$ cat config.mk
export PLATFORM = sky130hd
export DESIGN_NAME = merge_sort_ctrl
export DESIGN_NICKNAME = d
export VERILOG_FILES = /design/src/rtl/bwt_sort_pkg.sv /design/src/rtl/merge_run_addr_gen.sv /design/src/rtl/merge_sort_ctrl.sv
export SDC_FILE = /design/constraint.sdc
export NUM_CORES = 1
export LEC_CHECK = 0
export BUFFER_PORTS_ARGS = -buffer_cell sky130_fd_sc_hd__buf_2
export CORE_AREA = 4 4 62 64
export DETAILED_ROUTE_END_ITERATION = 6
export DIE_AREA = 0 0 66 68
export SLEW_MARGIN = 20
export SYNTH_ARGS = -nofsm -noshare
export SYNTH_HDL_FRONTEND = slang
export SYNTH_SLANG_ARGS = --single-unit
$ cat constraint.sdc
create_clock -name clk -period 3.65 [get_ports clk]
set_input_delay 0.1825 -clock clk [delete_from_list [all_inputs] [get_ports clk]]
set_output_delay 0.1825 -clock clk [all_outputs]
set_load 0.02 [all_outputs]
$ cat src/rtl/bwt_sort_pkg.sv
`default_nettype none
// ============================================================================
// Package  : bwt_sort_pkg
// Brief    : Shared types and constants for the BWT suffix-sort merge control.
// Revision : 1.0 - initial release
// ============================================================================
package bwt_sort_pkg;

    localparam int ADDR_W_DEF = 4;

    localparam logic BANK_A = 1'b0;
    localparam logic BANK_B = 1'b1;

    typedef enum logic [2:0] {
        IDLE   = 3'd0,
        ISSUE  = 3'd1,
        WAIT   = 3'd2,
        NEXT   = 3'd3,
        FINISH = 3'd4
    } msc_state_t;

endpackage
`default_nettype wire

$ cat src/rtl/merge_run_addr_gen.sv
`default_nettype none
// ============================================================================
// Module   : merge_run_addr_gen
// Brief    : Run base / length / pass / bank bookkeeping for bottom-up merge sort.
// Revision : 1.0 - initial release
// ============================================================================
module merge_run_addr_gen
    import bwt_sort_pkg::*;
#(
    parameter int ADDR_W = ADDR_W_DEF
) (
    input  logic              clk,
    input  logic              rst,
    input  logic              clear,
    input  logic              step,
    output logic [ADDR_W-1:0] left_base,
    output logic [ADDR_W-1:0] right_base,
    output logic [ADDR_W:0]   run_len,
    output logic [ADDR_W-1:0] pass_idx,
    output logic              src_bank,
    output logic              pass_end,
    output logic              sort_end
);

    localparam logic [ADDR_W:0] c_n_elem = {1'b1, {ADDR_W{1'b0}}};

    logic [ADDR_W:0]   r_base;
    logic [ADDR_W:0]   r_run_len;
    logic [ADDR_W-1:0] r_right;
    logic [ADDR_W-1:0] r_pass;
    logic              r_src;

    logic [ADDR_W:0]   w_span;
    logic [ADDR_W:0]   w_next_base;
    logic [ADDR_W:0]   w_next_len;

    // One extra bit lets base + 2*run_len reach N_ELEM without wrapping.
    always_comb begin
        w_span   = r_run_len << 1;
        pass_end = (r_base + w_span) >= c_n_elem;
        sort_end = (w_span == c_n_elem);
        if (pass_end) begin
            w_next_base = '0;
            w_next_len  = w_span;
        end else begin
            w_next_base = r_base + w_span;
            w_next_len  = r_run_len;
        end
    end

    always_ff @(posedge clk) begin
        if (rst) begin
            r_base    <= '0;
            r_run_len <= '0;
            r_right   <= '0;
            r_pass    <= '0;
            r_src     <= BANK_A;
        end else if (clear) begin
            r_base    <= '0;
            r_run_len <= (ADDR_W+1)'(1);
            r_right   <= ADDR_W'(1);
            r_pass    <= '0;
            r_src     <= BANK_A;
        end else if (step) begin
            r_base    <= w_next_base;
            r_run_len <= w_next_len;
            r_right   <= ADDR_W'(w_next_base + w_next_len);
            if (pass_end) begin
                r_pass <= r_pass + ADDR_W'(1);
                r_src  <= ~r_src;
            end
        end
    end

    assign left_base  = r_base[ADDR_W-1:0];
    assign right_base = r_right;
    assign run_len    = r_run_len;
    assign pass_idx   = r_pass;
    assign src_bank   = r_src;

endmodule
`default_nettype wire

$ cat src/rtl/merge_sort_ctrl.sv
`default_nettype none
// ============================================================================
// Module   : merge_sort_ctrl
// Brief    : Pass/run scheduler driving the two-run merge engine over ping-pong
//            banks. Optional WAIT watchdog enabled by defining MERGE_TIMEOUT_EN.
// Revision : 1.0 - initial release
// ============================================================================
module merge_sort_ctrl
    import bwt_sort_pkg::*;
#(
    parameter int ADDR_W      = ADDR_W_DEF,
    parameter int TIMEOUT_CYC = 255
) (
    input  logic              clk,
    input  logic              rst,
    input  logic              start,
    output logic              busy,
    output logic              done,
    output logic              merge_start,
    input  logic              merge_done,
    output logic [ADDR_W-1:0] left_base,
    output logic [ADDR_W-1:0] right_base,
    output logic [ADDR_W:0]   run_len,
    output logic              src_bank,
    output logic [ADDR_W-1:0] pass_idx,
    output logic              result_bank,
    output logic              timeout_err
);

    msc_state_t r_state;
    logic       w_clear;
    logic       w_step;
    logic       w_pass_end;
    logic       w_sort_end;

    assign w_clear = (r_state == IDLE) && start;
    assign w_step  = (r_state == NEXT);

    merge_run_addr_gen #(
        .ADDR_W (ADDR_W)
    ) u_addr_gen (
        .clk        (clk),
        .rst        (rst),
        .clear      (w_clear),
        .step       (w_step),
        .left_base  (left_base),
        .right_base (right_base),
        .run_len    (run_len),
        .pass_idx   (pass_idx),
        .src_bank   (src_bank),
        .pass_end   (w_pass_end),
        .sort_end   (w_sort_end)
    );

`ifdef MERGE_TIMEOUT_EN
    localparam int c_cnt_w = $clog2(TIMEOUT_CYC + 1);
    localparam logic [c_cnt_w-1:0] c_cnt_last = c_cnt_w'(TIMEOUT_CYC - 1);

    logic [c_cnt_w-1:0] r_wait_cnt;
    logic               r_timeout_err;

    assign timeout_err = r_timeout_err;
`else
    assign timeout_err = 1'b0;
`endif

    // Pulses are raised on the edge entering ISSUE/FINISH so they coincide
    // with the addresses the generator loads on that same edge.
    always_ff @(posedge clk) begin
        if (rst) begin
            r_state       <= IDLE;
            busy          <= 1'b0;
            done          <= 1'b0;
            merge_start   <= 1'b0;
            result_bank   <= BANK_A;
`ifdef MERGE_TIMEOUT_EN
            r_wait_cnt    <= '0;
            r_timeout_err <= 1'b0;
`endif
        end else begin
            done          <= 1'b0;
            merge_start   <= 1'b0;
`ifdef MERGE_TIMEOUT_EN
            r_timeout_err <= 1'b0;
`endif
            case (r_state)
                IDLE: begin
                    if (start) begin
                        r_state     <= ISSUE;
                        busy        <= 1'b1;
                        merge_start <= 1'b1;
                    end
                end
                ISSUE: begin
                    r_state <= WAIT;
`ifdef MERGE_TIMEOUT_EN
                    r_wait_cnt <= '0;
`endif
                end
                WAIT: begin
`ifdef MERGE_TIMEOUT_EN
                    if (merge_done) begin
                        r_state <= NEXT;
                    end else if (r_wait_cnt == c_cnt_last) begin
                        r_state       <= IDLE;
                        busy          <= 1'b0;
                        r_timeout_err <= 1'b1;
                    end else begin
                        r_wait_cnt <= r_wait_cnt + c_cnt_w'(1);
                    end
`else
                    if (merge_done) begin
                        r_state <= NEXT;
                    end
`endif
                end
                NEXT: begin
                    if (w_pass_end && w_sort_end) begin
                        r_state     <= FINISH;
                        done        <= 1'b1;
                        result_bank <= ~src_bank;
                    end else begin
                        r_state     <= ISSUE;
                        merge_start <= 1'b1;
                    end
                end
                FINISH: begin
                    r_state <= IDLE;
                    busy    <= 1'b0;
                end
                default: begin
                    r_state <= IDLE;
                    busy    <= 1'b0;
                end
            endcase
        end
    end

endmodule
`default_nettype wire
; ---- Word-level counts from Yosys, hierarchy flattened
; Cells that the tools add are included.
[op_classes]
add_sub_neg = 3
n_lt_le_gt_ge = 1
eq_ne = 6
n_mux = 16
n_bitwise = 3
n_reduce_logical = 11
[ops]
columns = op, n
row1 = 3-bit one-hot mux with 4 select lines, 1
row2 = 5-bit two-way mux, 2
row3 = 3-bit two-way mux, 3
row4 = 1-bit two-way mux, 8
row5 = 2-bit AND reduction, 4
row6 = 3-bit by 2-bit equality test with 1-bit output (second input constant), 2
row7 = 5-bit adder, 1
row8 = 5-bit >= comparator (second input constant), 1
row9 = 4-bit by 1-bit adder with 4-bit output (second input constant), 1
row10 = 4-bit adder, 1
row11 = 4-bit equality test (second input constant), 1
row12 = 2-bit inequality test (second input constant), 2
row13 = 1-bit one-hot mux with 2 select lines, 2
row14 = 2-bit OR reduction, 2
row15 = 3-bit by 1-bit equality test with 1-bit output (second input constant), 1
row16 = 3-bit zero test, 1
row17 = 1-bit inverter, 3
row18 = 3-bit OR reduction, 1
row19 = 1-bit logical AND, 2
row20 = 2-bit nonzero test, 1
[word_totals]
regBits = 26
elab_cells = 52

; ---- Depth between registers and ports, before layout
; Gate-level depths: netlist of run 1.
[logic_depth]
depth_word = 6
ltp_mapped = 12

; ---- Hierarchy
; A second synthesis of run 1 with hierarchy kept.
[unflattened]
cells_unflattened = 143
area_unflattened_um2 = 1301.2
[by_module_without_submodules]
columns = module, n_inst, cells_per_inst, area_each_um2, seq_area_each_um2
row1 = merge_run_addr_gen, 1, 115, 1013.5, 380.4
row2 = merge_sort_ctrl, 1, 28, 287.8, 140.1

; ---- Least setup slack after synthesis of run 1
; No wires, ideal clock.
[synth_path]
kind = register -> register
startpoint = register u_addr_gen.r_run_len[2], in the netlist u_addr_gen.run_len[2]
endpoint = register u_addr_gen.r_right[3], in the netlist u_addr_gen.right_base[3]
setup_time_ns = 0.062
t_arrival_ns = 2.795
t_required_ns = 3.588
slack_ns = 0.793
path_stages_with_launch = 12
synth_period_minus_slack_ns = 2.857
path_cell_list = dfxtp_1 > ha_1 > a21oi_1 > a21oi_2 > nor2_2 > mux2_2 > ha_1 > a21o_1 > a21oi_1 > nand3_1 > or3_1 > nand3_1
[synth_via]
elab_chain_cells = 4
elab_cells_between_ends = 5
classes_between = add/sub: 2 / order compare: 1 / mux: 2
[synth_rtl]
columns = item, line_no
row1 = "start, declared", merge_run_addr_gen.sv:28  ; logic [ADDR_W:0] r_run_len;
row2 = "start signal, assigned", merge_run_addr_gen.sv:60  ; r_run_len <= (ADDR_W+1)'(1);
row3 = "start signal, assigned", merge_run_addr_gen.sv:66  ; r_run_len <= w_next_len;
row4 = 5-bit adder, merge_run_addr_gen.sv:40  ; pass_end = (r_base + w_span) >= c_n_elem;
row5 = 5-bit >= comparator, merge_run_addr_gen.sv:40
row6 = 5-bit two-way mux, merge_run_addr_gen.sv:42  ; if (pass_end) begin
row7 = named net u_addr_gen.w_next_len[1], merge_run_addr_gen.sv:35  ; logic [ADDR_W:0] w_next_len;
row8 = 4-bit adder, merge_run_addr_gen.sv:67  ; r_right <= ADDR_W'(w_next_base + w_next_len);
row9 = "end signal, assigned", merge_run_addr_gen.sv:67
row10 = "end, declared", merge_run_addr_gen.sv:29  ; logic [ADDR_W-1:0] r_right;
; The timed path passes the listed nets, and every way through them passes these cells.
; A chain may end at the register's enable or synchronous reset.

; ---- Worst setup path after layout of run 1
; Ends and elaborated chain as after synthesis.

==> flow_summary.ini, run 1 <==
[power]
p_per_area_mw_per_mm2 = 374
vdd_drop_max_mv = 0.111
power.leakage_nw = 0.692

[grt]
antenna_found_initial = 0
grt-ovfl-total = 0
grt_pass1_vias = 1026
grt_max_degree = 16
grt_pass1_wl_mm = 4.39
grt_use_total = 0.127

[cts]
clk_latency_ps = 320
cts-root-buf = clkbuf_4
cts_max_path_buffers = 2
cts_sinks = 26
cts_buffers = 3
h-tree-depth = 1
path_clk_slew_ps = 140
cts_hold_buffers = 0
postCtsSetupBuffers = 0
cts_resized = 0
cts_tree = built

[logic_synthesis]
synth_cell_type_count = 34
synthTopCellsByArea = dfxtp_1, ha_1, buf_4
synth_top_area_share = 0.403
synth_nets = 153
synth_xor_area_frac = 0.0611
yosys_warnings = 0
synthCells = 140
synthAdderAreaFrac = 0.0989
syn_avg_cell_area_um2 = 9.21
synth_seq_cells = 26
synth.mux.area_fraction = 0.0475
syn_area_mm2 = 0.00129
synth_top_family_by_area = simple AND/OR/NAND/NOR gates
synth_compound_area_frac = 0.117
ys_seq_area_frac = 0.403
synthSimpleGateAreaFrac = 0.210
yosys.area.top_type = dfxtp_1

[worst_setup_path]
cp_num_buf_inv = 0
crit_family = simple AND/OR/NAND/NOR gates
crit_type = flop to flop
rr_endpoint = u_addr_gen.right_base[3]
cp_slowest_cell = dfxtp_1
crit_path_end_kind = flop
cp.required_ps = 3910
crit_chain = ha_1, a21oi_1, and3_1, nor2_2, mux2_2, ha_1, a21o_1, a21oi_1, nand3_1, or3_1, nand3_1
critPathArrivalTime_ps = 3350
cp-start-kind = flop
r2r-start = u_addr_gen.run_len[2]
r2r_setup_slack_ps = 560
crit_end = u_addr_gen.right_base[3]
cp_max_fo = 8
r2r_cells = 11
slowest_delay_ps = 480
cp_num_cells = 11
startpoint = u_addr_gen.run_len[2]

[sta]
fin_crit_sh = 0.847
fmax_mhz = 324
max_slew.worst_pin.slew_ps = 554
finClkSkew_ps = 9.97
setup_viol = 0
drv_slew = 0
tns_ps = 0
period_minus_slack_ps = 3090
hold_viol = 0
slew_headroom = 0.631
rsz0062_at_grt = no

[final_layout]
final_common_cell = dfxtp_1
areaGrowthSynthToFinish_pct = 13.2
final_core_util = 0.445
num-fill-cells = 337
regArea_um2 = 520
multi_input_area_um2 = 693
drive_gt1_frac = 0.208
nets = 173
final_cell_mix = dfxtp_1, buf_2, nor2_1, nand2_1, a21oi_1
antennaDiodeCount = 0

[hold_path]
hp-class = primary input to flop
hold_path_depth = 2

[die]
start_util = 0.393
chipHeight_um = 68
die_w_um = 66
rows = 21
ios = 27
core_area_mm2 = 0.00328
die-area_mm2 = 0.00449

[drt]
ant_nets = 0
drt-pass1-iter-count = 4
routedWlPerCell_um = 12.4
wl_mm = 2.55
avgViaCountPerCell = 4.91
drc = 0
drt_iter0_drc = 55
vias = 1007

[run]
maxCapViolations = 0

[place]
dp_hpwl_mm = 1.92
io_buffers = 25
globalplace.congestion = 0.866

[status]
status = completed
==> worst min path at each step <==
stage | start | end | slack (ps)
floorplan | rst | u_addr_gen.right_base[3] | 430
global placement | u_addr_gen.right_base[1] | u_addr_gen.right_base[1] | 450
detailed placement | u_addr_gen.right_base[1] | u_addr_gen.right_base[1] | 460
CTS | rst | u_addr_gen.run_len[0] | 130
global route | rst | r_state[0] | 120
finish | rst | result_bank | 140
==> logic make-up after synthesis <==
family,count (synthesis)
xor+xnor,9
fa+ha+maj,9
simple gates,53
compound gates,23
other cells,1
flops,26
buf+inv,13
mux,6
==> flip-flops by register name (all words and copies together), names as in the netlist <==
register / flops
done: 1
u_addr_gen.r_base: 5
busy: 1
u_addr_gen.src_bank: 1
u_addr_gen.run_len: 5
result_bank: 1
merge_start: 1
u_addr_gen.right_base: 4
u_addr_gen.pass_idx: 4
r_state: 3
==> report_power, final <==
| group | total, mW | internal (mW) | switching, mW |
|---|---|---|---|
| clock network | 0.192 | 0.111 | 0.0809 |
| logic | 0.0529 | 0.0192 | 0.0337 |
| registers | 0.301 | 0.293 | 0.00859 |
==> layout make-up <==
cell class              instances  area share
multi-input cells             101       0.475
flip-flops and latches         26       0.356
repair buffers                 25      0.0857
well taps                      46      0.0394
clock inverters                 1      0.0206
clock buffers                   3      0.0154
inverters                       3     0.00771
==> per-layer routing <==
layer	part of all wire	up-vias	track usage	routed length, µm
met5	0	-	0	0
met1	0.47	464	0.152	1200
met3	0.051	4	0.0230	130
li1	-	514	-	-
met2	0.46	25	0.224	1180
met4	0.015	0	0.0533	38
==> synthesized netlist by cell type (all sizes together) <==
library cell and number:
dfxtp 26, nor2 13, nand2 11, a21oi 9, buf 8, ha 7
nor3 7, o21ai 6, xor2 6, and3 5, mux2i 5, nand3 5
and2 3, inv 3, xnor2 3, a211oi 2, a21o 2, clkbuf 2
fa 2, nand2b 2, o211ai 2, or3 2, or4b 2, a31oi 1
and3b 1, conb 1, mux2 1, nand3b 1, nor2b 1, o21ba 1
==> per-stage QoR <==
step	setup slack, ps	power [mW]	cell area [µm²]	std cells	hold slack [ps]
final	560	0.546	1460	205	138
after global routing	325	0.577	1460	205	123
after CTS	595	0.556	1460	205	130
after detailed placement	660	0.362	1410	201	461
after global placement	816	0.361	1410	201	446
after floorplan	793	0.347	1290	140	428
Note: power is estimated with default switching activity, not from simulation.
==> inputs of run 2 (changes only) <==
Clock period 3.65 ns to 2.85 ns, I/O delays scaled along.
==> run 2 against run 1 <==
  * First-iteration DRC count decreased by 58%
  * Highest routed layer unchanged
  * Count of clock-buffer cells in the layout unchanged
  * Worst hold slack got worse by 47 ps
  * Cell count increased by 2.4%
  * Final area increased by 3.8%
  * Power increased by 30%
  * Critical endpoint unchanged
  * Sequential cell count unchanged
==> flow_summary.ini, run 2 (synthesized netlist as in run 1, its figures left out) <==
[sta]
drv_slew = 0
hold-worst-slack_ps = 91.7
tns_ps = 0
rsz0062_at_grt = no
fin_crit_sh = 0.921
slew_headroom = 0.610
finClkSkew_ps = 7.44
setup_viol = 0
hold_viol = 0
max_slew.worst_pin.slew_ps = 585
fmax_mhz = 381
period_minus_slack_ps = 2620
fin_ws_ps = 227

[hold_path]
hold_path_depth = 2
hp-class = primary input to flop
whs_endpoint = result_bank
min_from = rst

[final_layout]
layout.cells.non_filler = 210
areaGrowthSynthToFinish_pct = 17.5
final_cell_mix = dfxtp_1, buf_2, nor2_1, nand2_1
nets = 178
final_core_util = 0.461
drive_gt1_frac = 0.250
postLayoutCellArea_mm2 = 0.00152
antennaDiodeCount = 0

[cts]
cts-root-buf = clkbuf_4
cts_sinks = 26
cts_max_path_buffers = 2
cts_resized = 0
cts_hold_buffers = 0
cts_buffers = 3
postCtsSetupBuffers = 0
path_clk_slew_ps = 140
cts_tree = built
h-tree-depth = 1
clk_latency_ps = 330

[power]
vdd_drop_max_mv = 0.321
power.net_switching_mw = 0.166
switching_share = 0.234
p_total_mw = 0.711
seqPwrFrac = 0.541
power.leakage_nw = 0.716
power_frac_clock = 0.355
p_per_area_mw_per_mm2 = 469
comb_power_share = 0.104
internal-power_mw = 0.545

[drt]
avgViaCountPerCell = 5.03
wl_mm = 2.71
drc = 0
vias = 1056
routedWlPerCell_um = 12.9
drt_iter0_drc = 23
ant_nets = 0
drt-pass1-iter-count = 4

[worst_setup_path]
crit_chain = ha_4, nand3_1, and3_1, nor2_2, mux2_2, ha_1, a21o_1, a21oi_1, nand3_1, or3_1, nand3_1
critPathArrivalTime_ps = 2910
cp_max_fo = 7
cp_slowest_cell = dfxtp_2
r2r-start = u_addr_gen.run_len[2]
crit_type = flop to flop
r2r_setup_slack_ps = 230
cp.required_ps = 3130
crit_path_end_kind = flop
r2r_cells = 11
rr_endpoint = u_addr_gen.right_base[3]
slowest_delay_ps = 390
cp-start-kind = flop
critPathMostFrequentCell = nand3_1

[die]
core_area_mm2 = 0.00328
die-area_mm2 = 0.00449
chipHeight_um = 68
ios = 27
start_util = 0.393
rows = 21
die_w_um = 66

[place]
dp_hpwl_mm = 1.98
dp.cells = 206
dpl_worst_slack_ps = 165
placed_area_mm2 = 0.00145
io_buffers = 25
globalplace.congestion = 0.798

[grt]
grt_use_total = 0.130
grt_pass1_vias = 1021
antenna_found_initial = 0
grt_max_degree = 16
grt_pass1_wl_mm = 4.54
grt-ovfl-total = 0

[run]
maxCapViolations = 0

[status]
status = completed
## run 2: changes by cell type in the layout (fill, tap and decap cells not counted)
cell	previous run	this run
buf_4	0	5
a21oi_1	8	7
a21oi_2	1	2
dfxtp_1	26	25
dfxtp_2	0	1
ha_1	7	6
ha_4	0	1
## run 2: how the worst max path moves through the flow
stage / start / end / slack, ps / cells after the start
6_report: u_addr_gen.run_len[2] / u_addr_gen.right_base[3] / 230 / 11
5_1_grt: u_addr_gen.run_len[2] / u_addr_gen.right_base[3] / 40 / 11
4_1_cts: u_addr_gen.run_len[2] / u_addr_gen.right_base[3] / 140 / 11
3_5_place_dp: u_addr_gen.run_len[2] / u_addr_gen.right_base[3] / 170 / 11
3_3_place_gp: u_addr_gen.run_len[2] / u_addr_gen.right_base[3] / 270 / 11
2_1_floorplan: u_addr_gen.run_len[0] / u_addr_gen.right_base[3] / 70 / 12
## run 2: cell type report
type                            count  area [µm²]
Timing Repair Buffer               30         163
Clock inverter                      1        30.0
Fill cell                         332        1770
Multi-Input combinational cell    101         709
Clock buffer                        3        22.5
Inverter                            3        11.3
Tap cell                           46        57.6
Sequential cell                    26         522
## run 2: layer usage
layer  GRT usage  vias up  wire (µm)
met4      0.0431        0         46
met5           0        -          0
li1            -      523          -
met2       0.219       29       1270
met1       0.156      498       1240
met3      0.0460        6        150
## run 2: worst max-delay path, delay by kind of cell (launching register included)
| family | cells | cell delay (ps) |
|---|---|---|
| flip-flops | 1 | 390 |
| adder cells (fa/ha/maj) | 2 | 600 |
| AO/OA/AOI/OAI | 2 | 320 |
| AND/OR/NAND/NOR | 6 | 890 |
| multiplexers | 1 | 380 |
## run 2: power by group through the flow
stage / clock [mW] / sequential [mW] / combinational, mW
detailed placement: 0 / 0.393 / 0.0751
finish: 0.252 / 0.384 / 0.0738
floorplan: 0 / 0.402 / 0.0426
global placement: 0 / 0.392 / 0.0732
global route: 0.278 / 0.387 / 0.0834
CTS: 0.260 / 0.384 / 0.0752
==> inputs of run 3 (changes only) <==
==> constraint.sdc (replaced) <==
create_clock -name clk -period 2.8 [get_ports clk]
set_input_delay 0.14 -clock clk [delete_from_list [all_inputs] [get_ports clk]]
set_output_delay 0.14 -clock clk [all_outputs]
set_load 0.05 [all_outputs]
==> run 3 against run 2 <==
  * First-iteration DRC count grew 57%
  * Core utilization grew 0.46 points
  * Clock power grew 3%
  * Clock skew shrank 3.8 ps
  * Via count shrank 3.0%
  * Cell count is the same
  * Highest routed layer unchanged
  * Setup slack lost 83 ps
  * Critical path depth is the same
  * Power grew 4.3%
  * Routed wire length grew 0.52%
  * Global-route usage grew 0.46 points
==> flow_summary.ini, run 3 (synthesized netlist as in run 1, its figures left out) <==
[worst_setup_path]
crit_family = simple AND/OR/NAND/NOR gates
r2r_cells = 11
cp_num_cells = 11
cp.required_ps = 3080
cp_max_fo = 7
r2r_setup_slack_ps = 140
crit_path_end_kind = flop
critPathArrivalTime_ps = 2930
crit_type = flop to flop
cp_slowest_cell = dfxtp_4
crit_chain = ha_4, nand3_1, and3_1, nor2_4, mux2_2, ha_1, a21o_1, a21oi_2, nand3_1, or3_1, nand3_1
critPathMostFrequentCell = nand3_1
crit_end = u_addr_gen.right_base[3]
rr_endpoint = u_addr_gen.right_base[3]
cp-start-kind = flop
startpoint = u_addr_gen.run_len[2]
r2r-start = u_addr_gen.run_len[2]
cp_num_buf_inv = 0
slowest_delay_ps = 400

[sta]
fin_ws_ps = 143
finClkSkew_ps = 3.68
max_slew.worst_pin.slew_ps = 562
rsz0062_at_grt = no
tns_ps = 0
drv_slew = 0
period_minus_slack_ps = 2660
setup_viol = 0
slew_headroom = 0.625
hold_viol = 0
fin_crit_sh = 0.949
fmax_mhz = 376

[grt]
grt-ovfl-total = 0
antenna_found_initial = 0
grt_pass1_vias = 995
grt_use_total = 0.135
grt_max_degree = 16
grt_pass1_wl_mm = 4.62

[place]
dpl_worst_slack_ps = 44.3
dp_hpwl_mm = 2.00
globalplace.congestion = 0.833
io_buffers = 25

[die]
start_util = 0.393
ios = 27
die_w_um = 66
die-area_mm2 = 0.00449
core_area_mm2 = 0.00328
chipHeight_um = 68
rows = 21

[power]
power.leakage_nw = 0.720
p_total_mw = 0.741
vdd_drop_max_mv = 0.173
p_per_area_mw_per_mm2 = 484

[cts]
cts_max_path_buffers = 2
cts_buffers = 3
path_clk_slew_ps = 150
cts-root-buf = clkbuf_4
h-tree-depth = 1
cts_tree = built
cts_sinks = 26
clk_latency_ps = 320

[final_layout]
areaGrowthSynthToFinish_pct = 18.6
num-fill-cells = 342
final_common_cell = buf_2
multi_input_area_um2 = 718
final_cell_mix = buf_2, dfxtp_1, nor2_1, nand2_1, nor3_1
nets = 178
regArea_um2 = 528
antennaDiodeCount = 0
drive_gt1_frac = 0.274

[drt]
drc = 0
wl_mm = 2.72
avgViaCountPerCell = 4.88
drt-pass1-iter-count = 4
vias = 1024
ant_nets = 0
routedWlPerCell_um = 13.0
drt_iter0_drc = 36

[run]
maxCapViolations = 0

[hold_path]
min_from = rst
hp-class = primary input to flop

[status]
status = completed
[run 3: changes by cell type in the layout (fill, tap and decap cells not counted)]
cell | before | now
a21oi_1 | 7 | 6
a21oi_2 | 2 | 3
dfxtp_1 | 25 | 22
dfxtp_2 | 1 | 3
dfxtp_4 | 0 | 1
nor2_2 | 1 | 0
nor2_4 | 0 | 1
[run 3: metrics by stage]
stage               std cells  area (µm²)  utilization  hold WS [ps]
finish                    210        1530        0.466           101
global route              210        1530        0.466          78.3
CTS                       208        1500        0.455          87.3
detailed placement        204        1440        0.439           447
global placement          204        1440        0.439           438
floorplan                 140        1300            -           386
[run 3: worst min path at each step]
| stage | cells past startpoint | slack [ps] | endpoint |
|---|---|---|---|
| 2_1_floorplan | 3 | 390 | u_addr_gen.right_base[3] |
| 3_3_place_gp | 2 | 440 | u_addr_gen.run_len[0] |
| 3_5_place_dp | 2 | 450 | u_addr_gen.run_len[0] |
| 4_1_cts | 2 | 90 | u_addr_gen.run_len[0] |
| 5_1_grt | 2 | 80 | u_addr_gen.run_len[0] |
| 6_report | 2 | 100 | u_addr_gen.run_len[0] |
[run 3: power breakdown]
group	switching [mW]	leakage [nW]	total, mW	internal [mW]
Clock	0.115	0.0279	0.260	0.145
Sequential	0.0114	0.213	0.393	0.381
Combinational	0.0637	0.479	0.0889	0.0251
[run 3: what timing repair did]
| action | CTS | global route |
|---|---|---|
| gates resized for setup | 0 | 3 |
| endpoints found under the setup margin | 0 | 1 |
| hold buffers | 0 | 0 |
| setup buffers | 0 | 2 |
[run 3: worst register-to-register path, stage by stage (launching register included)]
cell     delay [ps]
dfxtp_4         400
ha_4            290
nand3_1          90
and3_1          200
nor2_4          150
mux2_2          380
ha_1            290
a21o_1          160
a21oi_2         150
nand3_1          90
or3_1           320
nand3_1          80
[run 3: layer usage]
metal  vias up  routed length, µm  GRT usage
met5         -                  0          0
met4         0                 20     0.0508
met3         2                116     0.0279
met2        22               1290      0.222
met1       474               1300      0.175
li1        526                  -          -
[run 3: layout make-up]
class | count | area share
clock inverter | 1 | 0.0196
multi-input combinational | 101 | 0.469
timing repair buffer | 30 | 0.106
sequential | 26 | 0.345
clock buffer | 3 | 0.0147
tap | 46 | 0.0376
inverter | 3 | 0.00736
